File: src/rtl/instr_loader.sv
// rtl/instr_loader.sv - UART-fed loader that turns a length-prefixed image into program-memory word writes
module instr_loader #(
  parameter int CLKS_PER_BIT = 868,
  parameter int MEM_DEPTH    = 1024,
  parameter int ADDR_W       = 10
) (
  input  logic              clk,
  input  logic              rst,
  input  logic              i_Rx_Serial,
  input  logic              start,
  output logic              wr_en,
  output logic [ADDR_W-1:0] wr_addr,
  output logic [31:0]       wr_data,
  output logic              busy,
  output logic              done,
  output logic              frame_err
);

  localparam int              TW        = $clog2(CLKS_PER_BIT);
  localparam logic [TW-1:0]   BIT_LAST  = TW'(CLKS_PER_BIT - 1);
  localparam logic [TW-1:0]   HALF_LAST = TW'(CLKS_PER_BIT / 2 - 1);
  localparam logic [TW-1:0]   TIMER_ONE = TW'(1);
  localparam logic [16:0]     MAX_LEN   = 17'(MEM_DEPTH);
  localparam logic [ADDR_W:0] CNT_ONE   = (ADDR_W + 1)'(1);

  typedef enum logic [1:0] {RX_IDLE, RX_START, RX_DATA, RX_STOP} rx_state_t;
  typedef enum logic [2:0] {IDLE, LEN_HI, LEN_LO, WORDS, DONE} ld_state_t;

  rx_state_t     rx_state, rx_next;
  logic          rx_meta, rx_sync;
  logic [TW-1:0] bit_timer;
  logic [2:0]    bit_idx;
  logic [7:0]    rx_shift;
  logic          timer_hit;
  logic          byte_valid, byte_err;

  always_ff @(posedge clk or posedge rst) begin
    if (rst) begin
      rx_meta <= 1'b1;
      rx_sync <= 1'b1;
    end else begin
      rx_meta <= i_Rx_Serial;
      rx_sync <= rx_meta;
    end
  end

  // timer_hit marks the sample point of the current RX phase
  always_comb begin
    rx_next   = rx_state;
    timer_hit = 1'b0;
    case (rx_state)
      RX_IDLE: begin
        if (!rx_sync) rx_next = RX_START;
      end
      RX_START: begin
        timer_hit = (bit_timer == HALF_LAST);
        if (timer_hit) rx_next = rx_sync ? RX_IDLE : RX_DATA;
      end
      RX_DATA: begin
        timer_hit = (bit_timer == BIT_LAST);
        if (timer_hit && bit_idx == 3'd7) rx_next = RX_STOP;
      end
      RX_STOP: begin
        timer_hit = (bit_timer == BIT_LAST);
        if (timer_hit) rx_next = RX_IDLE;
      end
      default: rx_next = RX_IDLE;
    endcase
  end

  always_ff @(posedge clk or posedge rst) begin
    if (rst) begin
      rx_state   <= RX_IDLE;
      bit_timer  <= '0;
      bit_idx    <= '0;
      rx_shift   <= '0;
      byte_valid <= 1'b0;
      byte_err   <= 1'b0;
    end else begin
      rx_state   <= rx_next;
      byte_valid <= 1'b0;
      byte_err   <= 1'b0;
      if (rx_state == RX_IDLE || timer_hit) begin
        bit_timer <= '0;
      end else begin
        bit_timer <= bit_timer + TIMER_ONE;
      end
      if (rx_state == RX_IDLE) begin
        bit_idx <= '0;
      end
      if (rx_state == RX_DATA && timer_hit) begin
        rx_shift <= {rx_sync, rx_shift[7:1]};
        bit_idx  <= bit_idx + 3'd1;
      end
      if (rx_state == RX_STOP && timer_hit) begin
        byte_valid <= rx_sync;
        byte_err   <= !rx_sync;
      end
    end
  end

  ld_state_t       ld_state, ld_next;
  logic            start_q, start_edge;
  logic [7:0]      len_hi;
  logic [15:0]     word_len;
  logic [15:0]     len_rx;
  logic [15:0]     cnt_plus1;
  logic [ADDR_W:0] word_cnt;
  logic [1:0]      byte_cnt;
  logic [23:0]     asm_word;
  logic            do_write, set_err, finish;

  assign start_edge = start && !start_q;
  assign len_rx     = {len_hi, rx_shift};
  assign cnt_plus1  = 16'(word_cnt) + 16'd1;

  // a start edge overrides whatever byte event lands in the same cycle
  always_comb begin
    ld_next  = ld_state;
    do_write = 1'b0;
    set_err  = 1'b0;
    finish   = 1'b0;
    if (start_edge) begin
      ld_next = LEN_HI;
    end else begin
      case (ld_state)
        IDLE: ld_next = IDLE;
        LEN_HI: begin
          if (byte_err) begin
            set_err = 1'b1;
            ld_next = IDLE;
          end else if (byte_valid) begin
            ld_next = LEN_LO;
          end
        end
        LEN_LO: begin
          if (byte_err) begin
            set_err = 1'b1;
            ld_next = IDLE;
          end else if (byte_valid) begin
            if (len_rx == 16'd0) begin
              ld_next = DONE;
            end else if ({1'b0, len_rx} > MAX_LEN) begin
              set_err = 1'b1;
              ld_next = IDLE;
            end else begin
              ld_next = WORDS;
            end
          end
        end
        WORDS: begin
          if (byte_err) begin
            set_err = 1'b1;
            ld_next = IDLE;
          end else if (byte_valid && byte_cnt == 2'd3) begin
            do_write = 1'b1;
            if (cnt_plus1 == word_len) ld_next = DONE;
          end
        end
        DONE: begin
          finish  = 1'b1;
          ld_next = IDLE;
        end
        default: ld_next = IDLE;
      endcase
    end
  end

  always_ff @(posedge clk or posedge rst) begin
    if (rst) begin
      ld_state  <= IDLE;
      start_q   <= 1'b0;
      len_hi    <= '0;
      word_len  <= '0;
      word_cnt  <= '0;
      byte_cnt  <= '0;
      asm_word  <= '0;
      wr_en     <= 1'b0;
      wr_addr   <= '0;
      wr_data   <= '0;
      busy      <= 1'b0;
      done      <= 1'b0;
      frame_err <= 1'b0;
    end else begin
      ld_state <= ld_next;
      start_q  <= start;
      wr_en    <= do_write;
      if (start_edge) begin
        busy      <= 1'b1;
        done      <= 1'b0;
        frame_err <= 1'b0;
        word_cnt  <= '0;
        byte_cnt  <= '0;
      end else begin
        if (ld_state == LEN_HI && byte_valid) len_hi <= rx_shift;
        if (ld_state == LEN_LO && byte_valid) word_len <= len_rx;
        if (ld_state == WORDS && byte_valid) begin
          asm_word <= {asm_word[15:0], rx_shift};
          byte_cnt <= byte_cnt + 2'd1;
        end
        if (do_write) begin
          wr_addr  <= word_cnt[ADDR_W-1:0];
          wr_data  <= {asm_word, rx_shift};
          word_cnt <= word_cnt + CNT_ONE;
        end
        if (set_err) begin
          frame_err <= 1'b1;
          busy      <= 1'b0;
        end
        if (finish) begin
          done <= 1'b1;
          busy <= 1'b0;
        end
      end
    end
  end

endmodule

File: config.mk
export PLATFORM = sky130hd
export DESIGN_NAME = instr_loader
export DESIGN_NICKNAME = d
export VERILOG_FILES = /design/src/rtl/instr_loader.sv
export SDC_FILE = /design/constraint.sdc
export NUM_CORES = 1
export LEC_CHECK = 0
export ABC_AREA = 1
export CORE_MARGIN = 3
export CORE_UTILIZATION = 57
export CTS_BUF_LIST = sky130_fd_sc_hd__clkbuf_4
export CTS_CLUSTER_SIZE = 24
export DETAILED_ROUTE_END_ITERATION = 6
export PLACE_DENSITY_LB_ADDON = 0.08
export SLEW_MARGIN = 20
export SYNTH_ARGS = -nofsm -noshare
export SYNTH_HDL_FRONTEND = slang
export SYNTH_SLANG_ARGS = --single-unit
export TNS_END_PERCENT = 100
File: constraint.sdc
create_clock -name clk -period 8 [get_ports clk]
set_input_delay 1.2 -clock clk [delete_from_list [all_inputs] [get_ports clk]]
set_output_delay 1.2 -clock clk [all_outputs]
set_load 0.05 [all_outputs]
Word-level counts from Yosys, hierarchy flattened:

Index checks and enable logic that the tools add are counted.

* equality and inequality tests: 20
* $lt $le $gt $ge: 1
* bitwise operators: 1
* add/subtract/negate cells: 5
* mux-type cells: 47
* reductions and logical operators: 27

Operators with widths (number)
* $mux 3: 11
* $mux 11: 2
* $mux 1: 21
* $eq 12x16->1: 1
* $gt 16x11->1 const B: 1
* $logic_not 16->1: 1
* $mux 2: 8
* $ne 4x4->1 const B: 4
* $add 11x1->12 const B: 1
* $add 11x1->11 const B: 1
* $add 10x1->10 const B: 1
* $eq 10x10->1 const B: 1
* $eq 10x9->1 const B: 1
* $mux 10: 1
* $reduce_bool 2->1: 5
* $pmux 3 s3: 1
* $logic_and 1x1->1: 8
* $ne 2x2->1 const B: 4
* $pmux 2 s4: 1
* $reduce_and 2->1: 4
* $reduce_and 4->1: 2
* $eq 2x2->1 const B: 3
* $eq 3x2->1 const B: 2
* $eq 3x3->1 const B: 2
* 11 further kinds: 14

* flip-flop bits (word level): 138

Depth between registers and ports, before layout:

* word-level depth: 10
* depth in mapped cells: 15
* depth with buffers taken out: 15

Worst setup path before layout:

No wires, ideal clock.

* path kind: in2reg
* start: in start
* end: reg byte_cnt[0]
* setup slack: 5715 ps
* data arrival time: 2158 ps
* buffers on the path: 2
* library setup time: 127 ps
* stages: 7
* required time: 7873 ps
* path through: inv_1 > nor2_1 > nor2_1 > nand2_1 > buf_4 > buf_4 > o21ai_0

* cells in the longest elaborated chain, start to end: 2

RTL lines
* start, declared: RTL line 10 `input logic start,`
* $logic_and 1x1->1 *: RTL line 113 `assign start_edge = start && !start_q;`
* $mux 2 or $reduce_bool 2->1 (tied branches)
* end signal, assigned: RTL line 199 `byte_cnt <= byte_cnt + 2'd1;`
* end, declared: RTL line 109 `logic [1:0] byte_cnt;`

Mark *: on every way between the ends. The rest lies on a longest branch, timed or not.
A chain may end at the register's enable or synchronous reset.

Worst setup path after layout:

* start: reg wr_data[1]
* end: out wr_data[1]

RTL lines
* start, declared: RTL line 13 `output logic [31:0] wr_data,`
* start signal, assigned: RTL line 203 `wr_data <= {asm_word, rx_shift};`

No word-level cell between the ends.

==> metrics.md <==
| Metric | Value |
|---|---|
| Outcome | `finished, final reports clean` |
| VDD IR-drop max | `approximately 0.15 mV` |
| Crit-path slowest cell | `clkdlybuf4s50_1` |
| Residual DRC | `0` |
| CTS buffer count | `17` |
| Area Overhead vs Synth | `14.1%` |
| Worst R2R End | `wr_addr[0]` |
| Antenna Nets Post-Route | `0` |
| Ys flop type | `dfrtp_1` |
| Seq/Total Area, Yosys | `0.579` |
| Slew HR | `0.358` |
| CP max FO | `2` |
| Logic pwr share | `0.067` |
| Final cell count without fillers | `between 800 and 900` |
| Worst-Skew Late Latency | `around 0.52 ns` |
| Vias in the first global route | `4393` |
| Syn_nets | `685` |
| Post-Syn Instances | `~680` |
| Worst min-delay path endpoint | `rx_sync` |
| Synth area leader | `dfrtp_1` |
| Period utilization | `0.366` |
| Seq pwr share | `0.577` |
| CP startpoint kind | `flip-flop` |
| Measured slew at the worst slew-check pin | `0.963 ns` |
| Fin crit period | `2.93 ns` |
| Cell-internal power | `slightly above 0.0009 W` |
| Placed Cells | `approximately 840` |
| CP required | `6.80 ns` |
| PortBufs | `49` |
| Initial Util | `0.597` |
| Setup TNS | `0 ns` |
| DP Area | `between 6000 and 7000 um^2` |
| Root buffer cell | `clkbuf_4` |
| FP Rows | `36` |
| Initial antenna violation count | `0` |
| Worst min-delay path startpoint | `rx_meta` |
| Largest cells by area after synthesis | `dfrtp_1, nand2_1, o21ai_0` |
| R2R setup slack | `5.69 ns` |
| Layout cells sized above 1 | `0.0761` |
| Design area | `6810 um^2` |
| FMAX | `342 MHz` |
| CP Capture Type | `output port` |
| Max clock buf depth | `2` |
| CTS tree | `built` |
| Cts hold-fix bufs | `0` |
| Layout Skew | `0.0151 ns` |
| # IOs | `50` |
| Worst min path class | `flip-flop to flip-flop` |
| CORE AREA | `about 10000 um^2` |
| Max-Cap Viols | `0` |
| First-pass GRT wire length | `20500 um` |
| Hpwl dp | `8320 um` |
| Vias per std cell | `approximately 5.3` |
| Crit path max-delay family | `buffers and inverters` |
| Ys async rst share | `1.00` |
| Post-synth EDFFs | `0` |
| Total track usage | `0.223` |
| Final Hold Fails | `0` |
| TritonRoute pass-1 iters | `5` |
| # H-tree levels | `4` |
| Placer congestion estimate | `0.855` |
| Setup CP Type | `flip-flop to output port` |
| GRT Residual Overflow | `0` |
| Sw frac | `0.258` |
| WHS | `0.368 ns` |
| Routed wire per std cell | `roughly 13 um` |
| Final slew viol count | `0` |
| R2R cell count | `9` |
| Unrepaired setup endpoints after global routing | `false` |
| Clock network power share | `0.356` |
| Starting DRT DRC Count | `255` |
| Hold path cells | `0` |
| Leakage | `approximately 3.2 nW` |
| Worst EP arrival | `1.73 ns` |
| Final WL | `11700 um` |
| # diodes | `0` |
| Postcts setup bufs | `0` |
| Clock-pin slew on the worst setup and hold paths | `0.11 ns` |
| Via count of the routed design | `4610` |
| Die area | `11700 um^2` |
| Number of setup violations in the final report | `0` |
| Yosys reg bits | `138` |
| Ys Warns | `0` |
| Utilization after layout | `0.681` |
| Chip Height | `around 110 um` |
| CP max stage delay | `0.81 ns` |
| Pin count of the biggest net entering global routing | `83` |
| Die width | `108 um` |
| Synthesized cell area | `5970 um^2` |
| Final #Nets | `733` |
| Crit path cell chain | `clkdlybuf4s50_1` |
| Syn_area_per_cell | `~8.8 um^2` |
| Netlist cell types | `33` |
| Sw power | `0.000321 W` |
| Worst r2r src | `ld_state[2]` |
| Critical path launch point | `wr_data[1]` |
| Post-CTS resize count | `0` |
| CP bufs+invs | `1` |
| Top-area cell type share of the netlist area | `0.570` |
| Sink Count | `approximately 140` |
| Power per cell area | `around 180 nW/um^2` |
placed cells by master, fill, tap and decap left out, drive strengths merged, types with 3 or more instances in the layout:
master and count:
nand2 198, nand3 31, nand3b 3, nor3 8, o22ai 7, dfrtp 136, inv 84, clkinvlp 4
nor2 42, a21oi 13, clkdlybuf4s50 49, ha 6, o21ai 105, nand4 10, clkbuf 18, clkinv 6
xor2 3
state kept, by name (all words and copies together) (netlist names), 2 cells and up, named ones only:
register / cells
rx_shift: 8
wr_addr: 10
len_hi: 8
word_cnt: 11
word_len: 16
bit_idx: 3
asm_word: 24
wr_data: 32
byte_cnt: 2
bit_timer: 10
ld_state: 3
routing by layer:
| metal | part of all wire | vias up | GRT usage |
|---|---|---|---|
| met5 | 0 | - | 0 |
| met2 | 0.49 | 108 | 0.360 |
| met4 | 0.016 | 0 | 0.0730 |
| li1 | - | 2270 | - |
| met3 | 0.047 | 21 | 0.0537 |
| met1 | 0.44 | 2211 | 0.299 |
metrics by stage:
stage | power (W) | worst slack (ns)
6_report | 0.00124 | 5.07
4_1_cts | 0.00125 | 4.94
3_5_place_dp | 0.000812 | 4.39
2_1_floorplan | 0.000790 | 3.11
5_1_grt | 0.00130 | 4.86
3_3_place_gp | 0.000811 | 4.52
synthesized netlist by cell type, types with 5 or more instances:
cell and instances:
nor3_1 7, nand3_1 29, o21ai_1 35, o22ai_1 7
o21ai_0 70, a21oi_1 13, nor2_1 35, clkbuf_1 5
inv_1 79, nand4_1 10, dfrtp_1 136, ha_1 6
buf_2 12, nand2_1 192
power groups by stage:
| stage | clock network (W) | logic, W | registers (W) |
|---|---|---|---|
| final | 0.000442 | 0.0000830 | 0.000716 |
| after global routing | 0.000492 | 0.0000933 | 0.000718 |
| after CTS | 0.000454 | 0.0000837 | 0.000716 |
| after detailed placement | 0 | 0.0000831 | 0.000729 |
| after global placement | 0 | 0.0000818 | 0.000729 |
| after floorplan | 0 | 0.0000505 | 0.000740 |
cell families (layout without fill, tap and decap cells):
group,count (synthesis),after routing,synth area share
AO/OA/AOI/OAI,129,129,0.112
XOR/XNOR,6,6,0.0134
adder cells (fa/ha/maj),6,6,0.0126
buffers and inverters,103,164,0.0704
flip-flops,138,138,0.579
AND/OR/NAND/NOR,293,293,0.213
how the worst max path moves through the flow:
stage                    to  slack (ns)  cells past startpoint
2_1_floorplan     async pin        3.11                      1
3_3_place_gp   asm_word[22]        4.52                      6
3_5_place_dp    asm_word[0]        4.39                      6
4_1_cts         asm_word[0]        4.94                      6
5_1_grt         word_cnt[0]        4.86                      8
6_report         wr_data[1]        5.07                      1
layout make-up:
type | instances | area, um^2
sequential | 138 | 3460
fill | 834 | 3190
multi-input combinational | 434 | 2100
timing repair buffer | 50 | 498
inverter | 82 | 310
tap | 133 | 166
clock inverter | 14 | 148
clock buffer | 18 | 135
worst reg2reg max path, cell delays in order, from the launching register on:
cell and delay [ns]:
dfrtp_1 0.45, nor3_2 0.32, inv_2 0.07, nor2_2 0.12, inv_2 0.06, nor2_4 0.11, nand2_4 0.39, inv_2 0.46
nand2_1 0.11, o21a_1 0.11
(Power assumes the default switching activity.)
